===== src/rtl/spi_ctrl_pkg.sv =====
// Shared definitions for the host-side SPI initiator and future SPI blocks.
//   - transfer mode encodings
//   - frame geometry (header and data period counts)
//   - FSM state encoding
//   - frame_bit(): the mosi value carried in a given frame bit slot
package spi_ctrl_pkg;

  localparam logic [1:0] MODE_RD     = 2'b00;
  localparam logic [1:0] MODE_RD_INC = 2'b01;
  localparam logic [1:0] MODE_WR     = 2'b10;

  localparam int HDR_BITS   = 7;
  localparam int DATA_BITS  = 10;
  localparam int FRAME_BITS = HDR_BITS + DATA_BITS;

  // Bit-slot indices used by the frame counter (0..FRAME_BITS-1).
  localparam logic [4:0] LAST_BIT     = 5'(FRAME_BITS - 1);
  localparam logic [4:0] FIRST_DATA   = 5'(HDR_BITS);
  localparam logic [4:0] WR_END       = 5'(HDR_BITS + 8);
  // Read data occupies data periods 2..9; the first two periods give the
  // target time to fetch the addressed byte.
  localparam logic [4:0] RD_FIRST_BIT = 5'(HDR_BITS + 2);

  typedef enum logic [2:0] {
    ST_IDLE  = 3'd0,
    ST_SETUP = 3'd1,
    ST_HDR   = 3'd2,
    ST_DATA  = 3'd3,
    ST_GAP   = 3'd4
  } spi_state_e;

  // Any mode with bit 1 set is a write (10 and 11 behave identically).
  function automatic logic is_write(input logic [1:0] mode);
    return mode[1];
  endfunction

  // mosi value for frame slot idx: header {addr, mode} LSB-first, then
  // wdata LSB-first for writes, zeros everywhere else.
  function automatic logic frame_bit(input logic [4:0] idx,
                                     input logic [1:0] mode,
                                     input logic [4:0] addr,
                                     input logic [7:0] wdata);
    logic [6:0] hdr;
    logic [2:0] hdr_sel;
    logic [2:0] dat_sel;
    logic       bit_val;
    hdr     = {addr, mode};
    hdr_sel = idx[2:0];
    dat_sel = 3'(idx - FIRST_DATA);
    bit_val = 1'b0;
    if (idx < FIRST_DATA) begin
      bit_val = hdr[hdr_sel];
    end else if (is_write(mode) && (idx < WR_END)) begin
      bit_val = wdata[dat_sel];
    end
    return bit_val;
  endfunction

endpackage


===== src/rtl/spi_master_ctrl_clk_div.sv =====
// SCLK generator. An 8-bit down-counter reloads with div-1 and toggles sclk
// on terminal count. rise_en / fall_en are single-cycle pulses asserted in
// the clk cycle at whose end sclk goes high / low, so logic using them
// updates on the same clk edge as sclk itself.
// Ports:
//   clk, rst      system clock, async active-low reset
//   en            run the divider; when low sclk is forced low and the
//                 counter is preloaded so the first rise comes div cycles
//                 after en rises
//   div           half-period in clk cycles (1..255)
//   sclk          SPI clock level, idle low
//   rise_en       pulse: sclk rises at the end of this cycle
//   fall_en       pulse: sclk falls at the end of this cycle
module spi_clk_div (
  input  logic       clk,
  input  logic       rst,
  input  logic       en,
  input  logic [7:0] div,
  output logic       sclk,
  output logic       rise_en,
  output logic       fall_en
);

  logic [7:0] cnt;
  logic       tc;

  assign tc      = (cnt == 8'd0);
  assign rise_en = en & tc & ~sclk;
  assign fall_en = en & tc & sclk;

  always_ff @(posedge clk or negedge rst) begin
    if (!rst) begin
      cnt  <= 8'd0;
      sclk <= 1'b0;
    end else if (!en) begin
      cnt  <= div - 8'd1;
      sclk <= 1'b0;
    end else if (tc) begin
      cnt  <= div - 8'd1;
      sclk <= ~sclk;
    end else begin
      cnt <= cnt - 8'd1;
    end
  end

endmodule


===== src/rtl/spi_master_ctrl.sv =====
// Host-side SPI initiator for the 32x8 SPI register/RAM target.
// One accepted start produces one cs_n-framed transaction of 17 SCLK
// periods: a 7-bit header {addr, mode} LSB-first followed by 10 data
// periods. Read data is returned on rdata with a one-cycle done pulse.
// Ports:
//   clk, rst          system clock, async active-low reset
//   start             request pulse, accepted only while busy=0
//   mode[1:0]         00 read, 01 read with target post-increment, 1x write
//   addr[4:0]         target address
//   wdata[7:0]        write data
//   busy              transaction (including inter-frame gap) in progress
//   done              one-cycle pulse at frame end
//   rdata[7:0]        last read result, updated only at done of a read
//   sclk, cs_n, mosi  SPI outputs (sclk idle low, cs_n active low)
//   miso              SPI input, sampled in the cycle sclk rises
//
// state    | meaning
// ---------+-----------------------------------------------------------
// ST_IDLE  | waiting for start, cs_n high
// ST_SETUP | cs_n low, first header bit on mosi, waiting for first rise
// ST_HDR   | shifting out header bits 0..6
// ST_DATA  | data periods 0..9: write data out or read data in
// ST_GAP   | cs_n high for two SCLK periods before the next frame
module spi_master_ctrl
  import spi_ctrl_pkg::*;
#(
  parameter int DIV = 2
) (
  input  logic       clk,
  input  logic       rst,
  input  logic       start,
  input  logic [1:0] mode,
  input  logic [4:0] addr,
  input  logic [7:0] wdata,
  output logic       busy,
  output logic       done,
  output logic [7:0] rdata,
  output logic       sclk,
  output logic       cs_n,
  output logic       mosi,
  input  logic       miso
);

  localparam logic [7:0] DIV_L    = 8'(DIV);
  // GAP lasts 4*DIV cycles; counter runs 4*DIV-1 down to 0.
  localparam logic [9:0] GAP_LOAD = 10'(4 * DIV - 1);

  spi_state_e state;
  logic [1:0] mode_q;
  logic [4:0] addr_q;
  logic [7:0] wdata_q;
  logic [4:0] bit_cnt;
  logic [4:0] bit_nxt;
  logic [7:0] shift_q;
  logic [9:0] gap_cnt;
  logic       div_en;
  logic       rise_en;
  logic       fall_en;

  assign div_en  = (state == ST_SETUP) || (state == ST_HDR) || (state == ST_DATA);
  assign bit_nxt = bit_cnt + 5'd1;

  spi_clk_div u_clk_div (
    .clk     (clk),
    .rst     (rst),
    .en      (div_en),
    .div     (DIV_L),
    .sclk    (sclk),
    .rise_en (rise_en),
    .fall_en (fall_en)
  );

  always_ff @(posedge clk or negedge rst) begin
    if (!rst) begin
      state   <= ST_IDLE;
      mode_q  <= MODE_RD;
      addr_q  <= 5'd0;
      wdata_q <= 8'd0;
      bit_cnt <= 5'd0;
      shift_q <= 8'd0;
      gap_cnt <= 10'd0;
      cs_n    <= 1'b1;
      mosi    <= 1'b0;
      busy    <= 1'b0;
      done    <= 1'b0;
      rdata   <= 8'd0;
    end else begin
      done <= 1'b0;
      case (state)
        ST_IDLE: begin
          if (start) begin
            mode_q  <= mode;
            addr_q  <= addr;
            wdata_q <= wdata;
            bit_cnt <= 5'd0;
            shift_q <= 8'd0;
            cs_n    <= 1'b0;
            mosi    <= mode[0];
            busy    <= 1'b1;
            state   <= ST_SETUP;
          end
        end

        ST_SETUP: begin
          if (rise_en) begin
            state <= ST_HDR;
          end
        end

        ST_HDR, ST_DATA: begin
          // Rise and fall pulses are mutually exclusive (they depend on
          // the current sclk level), so sampling and shifting never clash.
          if (rise_en && (state == ST_DATA) && (bit_cnt >= RD_FIRST_BIT)) begin
            shift_q <= {miso, shift_q[7:1]};
          end
          if (fall_en) begin
            if (bit_cnt == LAST_BIT) begin
              cs_n    <= 1'b1;
              mosi    <= 1'b0;
              done    <= 1'b1;
              bit_cnt <= 5'd0;
              gap_cnt <= GAP_LOAD;
              if (!is_write(mode_q)) begin
                rdata <= shift_q;
              end
              state <= ST_GAP;
            end else begin
              bit_cnt <= bit_nxt;
              mosi    <= frame_bit(bit_nxt, mode_q, addr_q, wdata_q);
              if (bit_nxt == FIRST_DATA) begin
                state <= ST_DATA;
              end
            end
          end
        end

        ST_GAP: begin
          if (gap_cnt == 10'd0) begin
            busy  <= 1'b0;
            state <= ST_IDLE;
          end else begin
            gap_cnt <= gap_cnt - 10'd1;
          end
        end

        default: begin
          cs_n  <= 1'b1;
          mosi  <= 1'b0;
          busy  <= 1'b0;
          state <= ST_IDLE;
        end
      endcase
    end
  end

endmodule


===== config.mk =====
export PLATFORM = sky130hd
export DESIGN_NAME = spi_master_ctrl
export DESIGN_NICKNAME = d
export VERILOG_FILES = /design/src/rtl/spi_ctrl_pkg.sv /design/src/rtl/spi_master_ctrl_clk_div.sv /design/src/rtl/spi_master_ctrl.sv
export SDC_FILE = /design/constraint.sdc
export NUM_CORES = 1
export LEC_CHECK = 0
export CORE_ASPECT_RATIO = 0.6
export CORE_MARGIN = 2
export CORE_UTILIZATION = 45
export CTS_CLUSTER_SIZE = 20
export DETAILED_ROUTE_END_ITERATION = 10
export PLACE_DENSITY = 0.66
export REMOVE_ABC_BUFFERS = 1
export SYNTH_ARGS = -nofsm -noshare
export SYNTH_HDL_FRONTEND = slang
export SYNTH_HIERARCHICAL = 1
export SYNTH_SLANG_ARGS = --single-unit
export TNS_END_PERCENT = 50

===== constraint.sdc =====
create_clock -name clk -period 6.39 [get_ports clk]
set_input_delay 1.278 -clock clk [delete_from_list [all_inputs] [get_ports clk]]
set_output_delay 1.278 -clock clk [all_outputs]
set_load 0.03 [all_outputs]

Word level (Yosys, flattened, before mapping)
Index checks and enable logic that the tools add are counted.
{ "totals": {"wordCells": 109, "output_inout_bits": 13, "input_bits": 19, "ff_bits": 62} }
{ "classes": {"muxes": 42, "addsub": 4, "n_reduce_logical": 22, "bitwise": 7, "n_lt_le_gt_ge": 5, "n_eq_ne": 15} }
{ "op_table": {"columns": ["cell", "n"], "rows": [
  ["two-way mux 8 bit", 4],
  ["two-way mux 10 bit", 3],
  ["one-hot mux 10 bit (2 select lines)", 1],
  ["two-way mux 3 bit", 6],
  ["two-way mux 1 bit", 17],
  ["inequality test 2 bit (second input constant)", 8],
  ["one-hot mux 8 bit (2 select lines)", 1],
  ["two-way mux 5 bit", 3],
  ["one-hot mux 3 bit (4 select lines)", 1],
  ["AND reduction 3 bit", 4],
  ["AND reduction 4 bit", 3],
  ["logical NOT 10 bit", 1],
  ["one-hot mux 5 bit (2 select lines)", 1],
  ["subtractor 10 x 1 -> 10 bit (second input constant)", 1],
  ["one-hot mux 1 bit (3 select lines)", 3],
  ["logical NOT 8 bit", 1],
  ["less-than comparator 3 x 4 -> 1 bit (second input constant)", 2],
  ["subtractor 8 x 1 -> 8 bit (second input constant)", 1],
  ["binary-select mux 1 bit (select 3 bit)", 2],
  ["== test 3 x 2 -> 1 bit (second input constant)", 2],
  ["adder 5 x 1 -> 5 bit (second input constant)", 1],
  ["== test 5 x 3 -> 1 bit (second input constant)", 1],
  ["== test 5 bit (second input constant)", 1],
  ["greater-or-equal comparator 5 x 4 -> 1 bit (second input constant)", 1],
  ["other kinds (16)", 26]
]} }

Longest topological paths before layout
Gate-level depths: netlist (run 1).
{ "depth": {"depth_word": 9, "depth_mapped": 10} }

Cells and area by module
The synthesis (run 1) kept the hierarchy.
{ "modules_own_cells": {"columns": ["mod", "seq_area_each_um2", "cells_each", "instances", "area_each_um2"], "rows": [
  ["spi_master_ctrl", 1327.5, 245, 1, 2670.1],
  ["spi_clk_div", 225.2, 60, 1, 604.3]
]} }

Least setup slack after synthesis (run 1)
OpenSTA, ideal clock, no wires.
{ "synth_path": {"path_kind": "reg2reg", "start": "reg u_clk_div.cnt[3]", "end": "reg rdata[0]", "path_stages_with_launch": 8, "setup_ns": 0.125, "slack_ns": 3.808, "period_less_slack_ns": 2.582, "required_ns": 6.265, "arrival_time_ns": 2.458, "path_buffers": 0, "path_cell_list": "dfrtp_1 -> or4_4 -> nor4b_2 -> nand2_1 -> nor2_1 -> nand3b_1 -> nor3_2 -> mux2_2"} }
{ "synth_via": {"elab_chain_cells": 4} }
{ "synth_lines": {"columns": ["element", "line", "rtl"], "rows": [
  ["start: declaration", "spi_master_ctrl_clk_div.sv:24", "logic [7:0] cnt;"],
  ["start signal: assignment", "spi_master_ctrl_clk_div.sv:36", "cnt <= div - 8'd1;"],
  ["start signal: assignment", "spi_master_ctrl_clk_div.sv:39", "cnt <= div - 8'd1;"],
  ["start signal: assignment", "spi_master_ctrl_clk_div.sv:42", "cnt <= cnt - 8'd1;"],
  ["logical NOT 8 bit", "spi_master_ctrl_clk_div.sv:27", "assign tc = (cnt == 8'd0);"],
  ["AND 1 bit (2 in series)", "spi_master_ctrl_clk_div.sv:29", "assign fall_en = en & tc & sclk;"],
  ["named net fall_en", "spi_master_ctrl.sv:58", "logic fall_en;"],
  ["AND reduction 4 bit (no line)", null, null],
  ["end signal: assignment", "spi_master_ctrl.sv:124", "rdata <= shift_q;"],
  ["end: declaration", "spi_master_ctrl.sv:37", "output logic [7:0] rdata,"]
]} }
The timed path passes the listed nets, and every way through them passes these cells.
A chain may end at the register's enable or synchronous reset.

Worst setup path in the final report (run 1)
{ "layout_path": {"start": "reg u_clk_div.cnt[3]", "end": "reg rdata[7]"} }
Same word-level chain as after synthesis.

==> results of run 1 <==
-- cell usage in the layout, fill, tap and decap left out, types with 2 or more instances in the layout --
cell             Yosys  routed
a21oi_1             10      10
a31oi_1              3       3
bufinv_16            0       2
clkbuf_16            0       9
clkbuf_8             0       3
clkdlybuf4s50_1      0      30
conb_1               2      21
dfrtp_1             61      61
ha_1                 8       8
inv_1               19      19
mux2_2              24      24
mux2i_1             10      10
mux4_2               3       3
nand2_1             16      16
nand2b_1             5       5
nand3_1             12      12
nor2_1              30      30
nor2b_1              5       5
nor3_1               5       5
nor4_1               4       4
o2111ai_1            3       3
o21ai_0             18      18
o31ai_1              2       2
or4_1                2       2
or4_4                2       2
xnor2_1             16      16
xor2_1               8       8
-- through the flow --
stage | setup WS, ps | cell area (um^2) | util | hold WS, ps | total power [W]
floorplan | 3807 | 3288 | - | 446.7 | 0.0007690
global placement | 3095 | 3715 | 0.5198 | 467.4 | 0.0008536
detailed placement | 3120 | 3715 | 0.5198 | 483.4 | 0.0008645
CTS | 3195 | 4050 | 0.5667 | 490.2 | 0.001411
global route | 3031 | 4050 | 0.5667 | 509.8 | 0.001477
finish | 3218 | 4050 | 0.5667 | 483.7 | 0.001400
-- state kept, by name, summed over array words and instances, names as in the netlist --
| name | cells |
|---|---|
| gap_cnt | 10 |
| rdata | 8 |
| shift_q | 8 |
| u_clk_div/cnt | 8 |
| wdata_q | 8 |
| addr_q | 5 |
| bit_cnt | 5 |
| state | 3 |
| mode_q | 2 |
| busy | 1 |
| cs_n | 1 |
| done | 1 |
| mosi | 1 |
| u_clk_div/sclk | 1 |
-- logic make-up (layout without fill, tap and decap cells) --
group	after synthesis	after routing	share of synthesized area
AOI/OAI and AO/OA	48	48	0.09898
xor gates and xnor gates	24	24	0.06420
adders and majority gates	8	8	0.03057
buffers and inverters	31	67	0.03936
DFF	62	62	0.4742
muxes	37	37	0.1337
other	2	21	0.002294
and+or+nand+nor	93	93	0.1567
-- worst max path at each step --
stage | to | slack [ps] | cells after the start | start
2_1_floorplan | rdata[0] | 3810 | 7 | u_clk_div/cnt[3]
3_3_place_gp | mosi | 3100 | 6 | start
3_5_place_dp | mosi | 3120 | 6 | start
4_1_cts | rdata[4] | 3190 | 7 | u_clk_div/cnt[3]
5_1_grt | rdata[7] | 3030 | 7 | u_clk_div/cnt[3]
6_report | rdata[7] | 3220 | 7 | u_clk_div/cnt[3]
-- metal layers --
metal | vias up | share of wire
li1 | 1153 | -
met1 | 1101 | 0.53
met2 | 57 | 0.40
met3 | 7 | 0.068
met4 | 0 | 0.0085
met5 | - | 0
-- power by group through the flow --
| stage | logic (W) | registers (W) | clock network, W |
|---|---|---|---|
| after floorplan | 0.000225 | 0.000544 | 0 |
| after global placement | 0.000297 | 0.000557 | 0 |
| after detailed placement | 0.000304 | 0.000560 | 0 |
| after CTS | 0.000306 | 0.000556 | 0.000550 |
| after global routing | 0.000341 | 0.000566 | 0.000569 |
| final | 0.000303 | 0.000554 | 0.000542 |
-- critical path: stages (launching register included) --
cell and delay (ps):
dfrtp_1 420, or4_4 570, nor4b_2 290, nand2_1 150, nor2_1 370, nand3b_1 270, nor3_2 580, mux2_2 400
-- layout make-up --
cell class / count / area share
clock inverter: 3 / 0.01606
tap: 91 / 0.02811
timing repair buffer: 32 / 0.07723
multi-input combinational: 231 / 0.4109
inverter: 19 / 0.01761
sequential: 62 / 0.3834
clock buffer: 13 / 0.06673
==> results_dict.tcl, run 1 <==
set metrics [dict create \
    vias 2318 \
    firstDrtPassIters 4 \
    ff_latch_area_mm2 0.001553 \
    avgSynthCellArea_um2 10.74 \
    vias_per_cell 5.140 \
    setup_viol 0 \
    ys.flop_type "dfrtp_1" \
    antenna_found_initial 0 \
    critPathMaxFanout 8 \
    hold_depth 1 \
    nNetsFinal 382 \
    combPwrFrac 0.217 \
    r2r-start "u_clk_div/cnt[3]" \
    htreeDepth 3 \
    synth-warning-count 6 \
    skew_ps 8.304 \
    r2r_cells 7 \
    synth_top_area_frac 0.4662 \
    grt_setup_unrepaired "false" \
    finalCriticalPeriod_ps 3172 \
    r2r_end "rdata[7]" \
    clkPwrFrac 0.387 \
    ys_top_cells_by_area "dfrtp_1, mux2_2, xnor2_1" \
    postCtsSetupRepairBufs 0 \
    synthArstFlopShare 1.000 \
    drc 0 \
    max-cap-violations 0 \
    synth_area_mm2 0.003274 \
    synth_seq_cells 62 \
    core_mm2 0.007147 \
    diodes 0 \
    reg2reg_setup_slack_ps 3220 \
    synth_top_area_cell "dfrtp_1" \
    place_inst 435 \
    num_io_pins 32 \
    p_leak_nw 1.729 \
    vdd_drop_max_uv 160.3 \
    die_w_um 114.1 \
    min_from "u_clk_div/cnt[0]" \
    syn_to_final_growth_pct 23.69 \
    root_buffer "clkbuf_16" \
    drive_gt1_frac 0.1528 \
    dpl.hpwl_um 4863 \
    synthTopCellsByCount "dfrtp_1, nor2_1, mux2_2" \
    die-area_mm2 0.007997 \
    report.final.slew_viol_count 0 \
    gr-usage-all-layers 0.1959 \
    power_density_mw_per_mm2 345.6 \
    hold_path.class "flop to flop" \
    n_fill_cell 629 \
    gr-max-usage-layer "met1" \
    required_ps 6600 \
    timing.final.crit_share 0.4964 \
    clk_pin_slew_ps 50 \
    stdcell_count 451 \
    grt_max_degree 63 \
    start_util 0.4582 \
    gp_congestion 0.8286 \
    cts.repair.resized 0 \
    critical_path_class "flop to flop" \
    synth_cells 305 \
    critPathCaptureType "flop" \
    numCtsBuffers 9 \
    wirelength_um 6920 \
    p_sw_w 0.0003937 \
    final_hold_viol_count 0 \
    cp-start-kind "flop" \
    row_count 24 \
    wire_per_inst_um 15.34 \
    met1_usage 0.3019 \
    slew_headroom 0.2673 \
    fp.dieH_um 70.08 \
    grt.overflow.total 0 \
    io_buffer_count 31 \
    synth.most_common_cell "dfrtp_1" \
    postRouteAntennaNets 0 \
    grt.met3_usage 0.07639 \
    swShare 0.2813 \
    tritoncts "yes" \
    crit_arrival_ps 3380 \
    clock-sinks 62 \
    min_to "u_clk_div/cnt[0]" \
    postCtsHoldBufs 0 \
    worstMarginPinSlew_ps 1094 \
    outcome "finished clean" \
    synth.distinct_cells 52 \
    grt_pass1_vias 2353 \
    fin_setup_tns_ps 0 \
    synth_seq_area_share 0.4742 \
    grt_pass1_wl_um 11900 \
    p_seq_frac 0.396 \
    globalRouteMet2Util 0.2507 \
    power.internal_w 0.001006 \
    first_iter_violations 136 \
    synth-edff-count 0 \
    cts_buffer_depth 2 \
    multiInputGateArea_mm2 0.001664 \
    clk_latency_ps 330 \
    max_freq_mhz 315.2 \
]
Power figures use the tool's default switching activity.
==> run 2, diff against run 1 <==
clock period = 3.3 ns   (was 6.39 ns; I/O delays follow)
==> results_dict.tcl, run 2 (synthesis results as in run 1) <==
set metrics [dict create \
    worstMarginPinSlew_ps 793.0 \
    power_density_mw_per_mm2 629.6 \
    gp_congestion 0.8276 \
    htreeDepth 3 \
    diodes 0 \
    grt_pass1_vias 2325 \
    clk_latency_ps 330 \
    max_stage_delay_ps 560 \
    largest_reg_flops 10 \
    p_leak_nw 1.729 \
    postCtsHoldBufs 0 \
    die_w_um 114.1 \
    grt_max_degree 63 \
    nNetsFinal 387 \
    critPathMaxFanout 8 \
    first_iter_violations 260 \
    grt_setup_unrepaired "false" \
    gr-usage-all-layers 0.1817 \
    io_buffer_count 31 \
    vias_per_cell 5.059 \
    die-area_mm2 0.007997 \
    p_seq_frac 0.420 \
    firstDrtPassIters 4 \
    swShare 0.2884 \
    report.final.slew_viol_count 0 \
    combPwrFrac 0.234 \
    p_total_w 0.002541 \
    power.internal_w 0.001808 \
    crit_buf_inv 1 \
    numCtsBuffers 9 \
    clkPwrFrac 0.346 \
    fp.dieH_um 70.08 \
    stdcell_count 456 \
    final_cell_mix "dfrtp_1, nor2_1, clkdlybuf4s50_1" \
    required_ps 3510 \
    grt_pass1_wl_um 11140 \
    finalCriticalPeriod_ps 2734 \
    fin_util 0.5646 \
    vias 2307 \
    skew_ps 6.757 \
    crit_arrival_ps 2940 \
    wire_per_inst_um 13.92 \
    tritoncts "yes" \
    clk_pin_slew_ps 50 \
    setup_viol 0 \
    crit_chain "or4_4 -> nor4b_2 -> nand2_1 -> nor2_1 -> nand3b_1 -> nor3_2 -> buf_4 -> mux2_2" \
    fin_setup_tns_ps 0 \
    p_sw_w 0.0007327 \
    wirelength_um 6347 \
    cts_buffer_depth 2 \
    core_mm2 0.007147 \
    vdd_drop_max_uv 361.8 \
    critical_path_class "flop to flop" \
    postCtsSetupRepairBufs 0 \
    crit_family "simple AND/OR/NAND/NOR gates" \
    timing.final.crit_share 0.8285 \
    hold_path.class "input pin to asynchronous set/reset pin" \
    antenna_found_initial 0 \
    pre_cts_ws_ps 587.0 \
    root_buffer "clkbuf_16" \
    grt.overflow.total 0 \
    final_hold_viol_count 0 \
    drive_gt1_frac 0.1589 \
    crit_slowest_cell "or4_4" \
    syn_to_final_growth_pct 23.23 \
    cts.repair.resized 0 \
    num_io_pins 32 \
    n_fill_cell 629 \
    row_count 24 \
    layout_commonest_cell "dfrtp_1" \
    outcome "finished clean" \
    critPathCaptureType "flop" \
    postRouteAntennaNets 0 \
    start_util 0.4582 \
    max_freq_mhz 365.7 \
    cp-start-kind "flop" \
    clock-sinks 62 \
    drc 0 \
    slew_headroom 0.4713 \
    place_inst 440 \
    dpl.hpwl_um 4298 \
    timing.final.ws_setup_ps 565.8 \
    top_register "gap_cnt" \
    max-cap-violations 0 \
]
==> run 2: cell type report <==
class,count,area (um^2),area share
multi-input cells,231,1664,0.4124
flip-flops and latches,62,1553,0.3848
repair buffers,37,350.3,0.08682
clock buffers,15,277.8,0.06884
well taps,91,113.9,0.02822
inverters,19,71.32,0.01767
clock inverters,1,5.005,0.001240
==> run 2: per-layer routing <==
metal | GRT usage | routed length [um] | share of wire | vias to the layer above
met5 | 0 | 0 | 0 | -
met4 | 0.06098 | 76 | 0.012 | 0
met3 | 0.06597 | 352 | 0.055 | 8
met2 | 0.2414 | 2556 | 0.40 | 41
met1 | 0.2718 | 3362 | 0.53 | 1094
li1 | - | - | - | 1164
==> run 2: path summary, 6_finish.rpt <==
| kind | from | end | slack, ps | depth (start not counted) |
|---|---|---|---|---|
| setup / recovery | u_clk_div/cnt[3] | rdata[2] | 570 | 8 |
| min in group clk | u_clk_div/cnt[0] | u_clk_div/cnt[0] | 490 | 1 |
| max in group asynchronous | rst | u_clk_div/cnt[5] | 2260 | 2 |
| hold / removal | rst | wdata_q[2] | 490 | 2 |
| setup reg to reg | u_clk_div/cnt[3] | rdata[2] | 570 | 8 |
| hold reg to reg | u_clk_div/cnt[0] | u_clk_div/cnt[0] | 490 | 1 |
==> run 2: through the flow <==
stage / hold slack, ps / instance area, um^2
after global routing: 504.3 / 4035
final: 489.9 / 4035
after global placement: 471.2 / 3752
after CTS: 490.8 / 4035
after floorplan: 364.4 / 3288
after detailed placement: 483.6 / 3752
==> run 2: power groups by stage <==
stage | clock network (W) | registers [W] | logic, W
after global routing | 0.000935 | 0.00109 | 0.000670
after floorplan | 0 | 0.00105 | 0.000437
after global placement | 0 | 0.00107 | 0.000584
final | 0.000880 | 0.00107 | 0.000594
after CTS | 0.000904 | 0.00107 | 0.000598
after detailed placement | 0 | 0.00108 | 0.000589
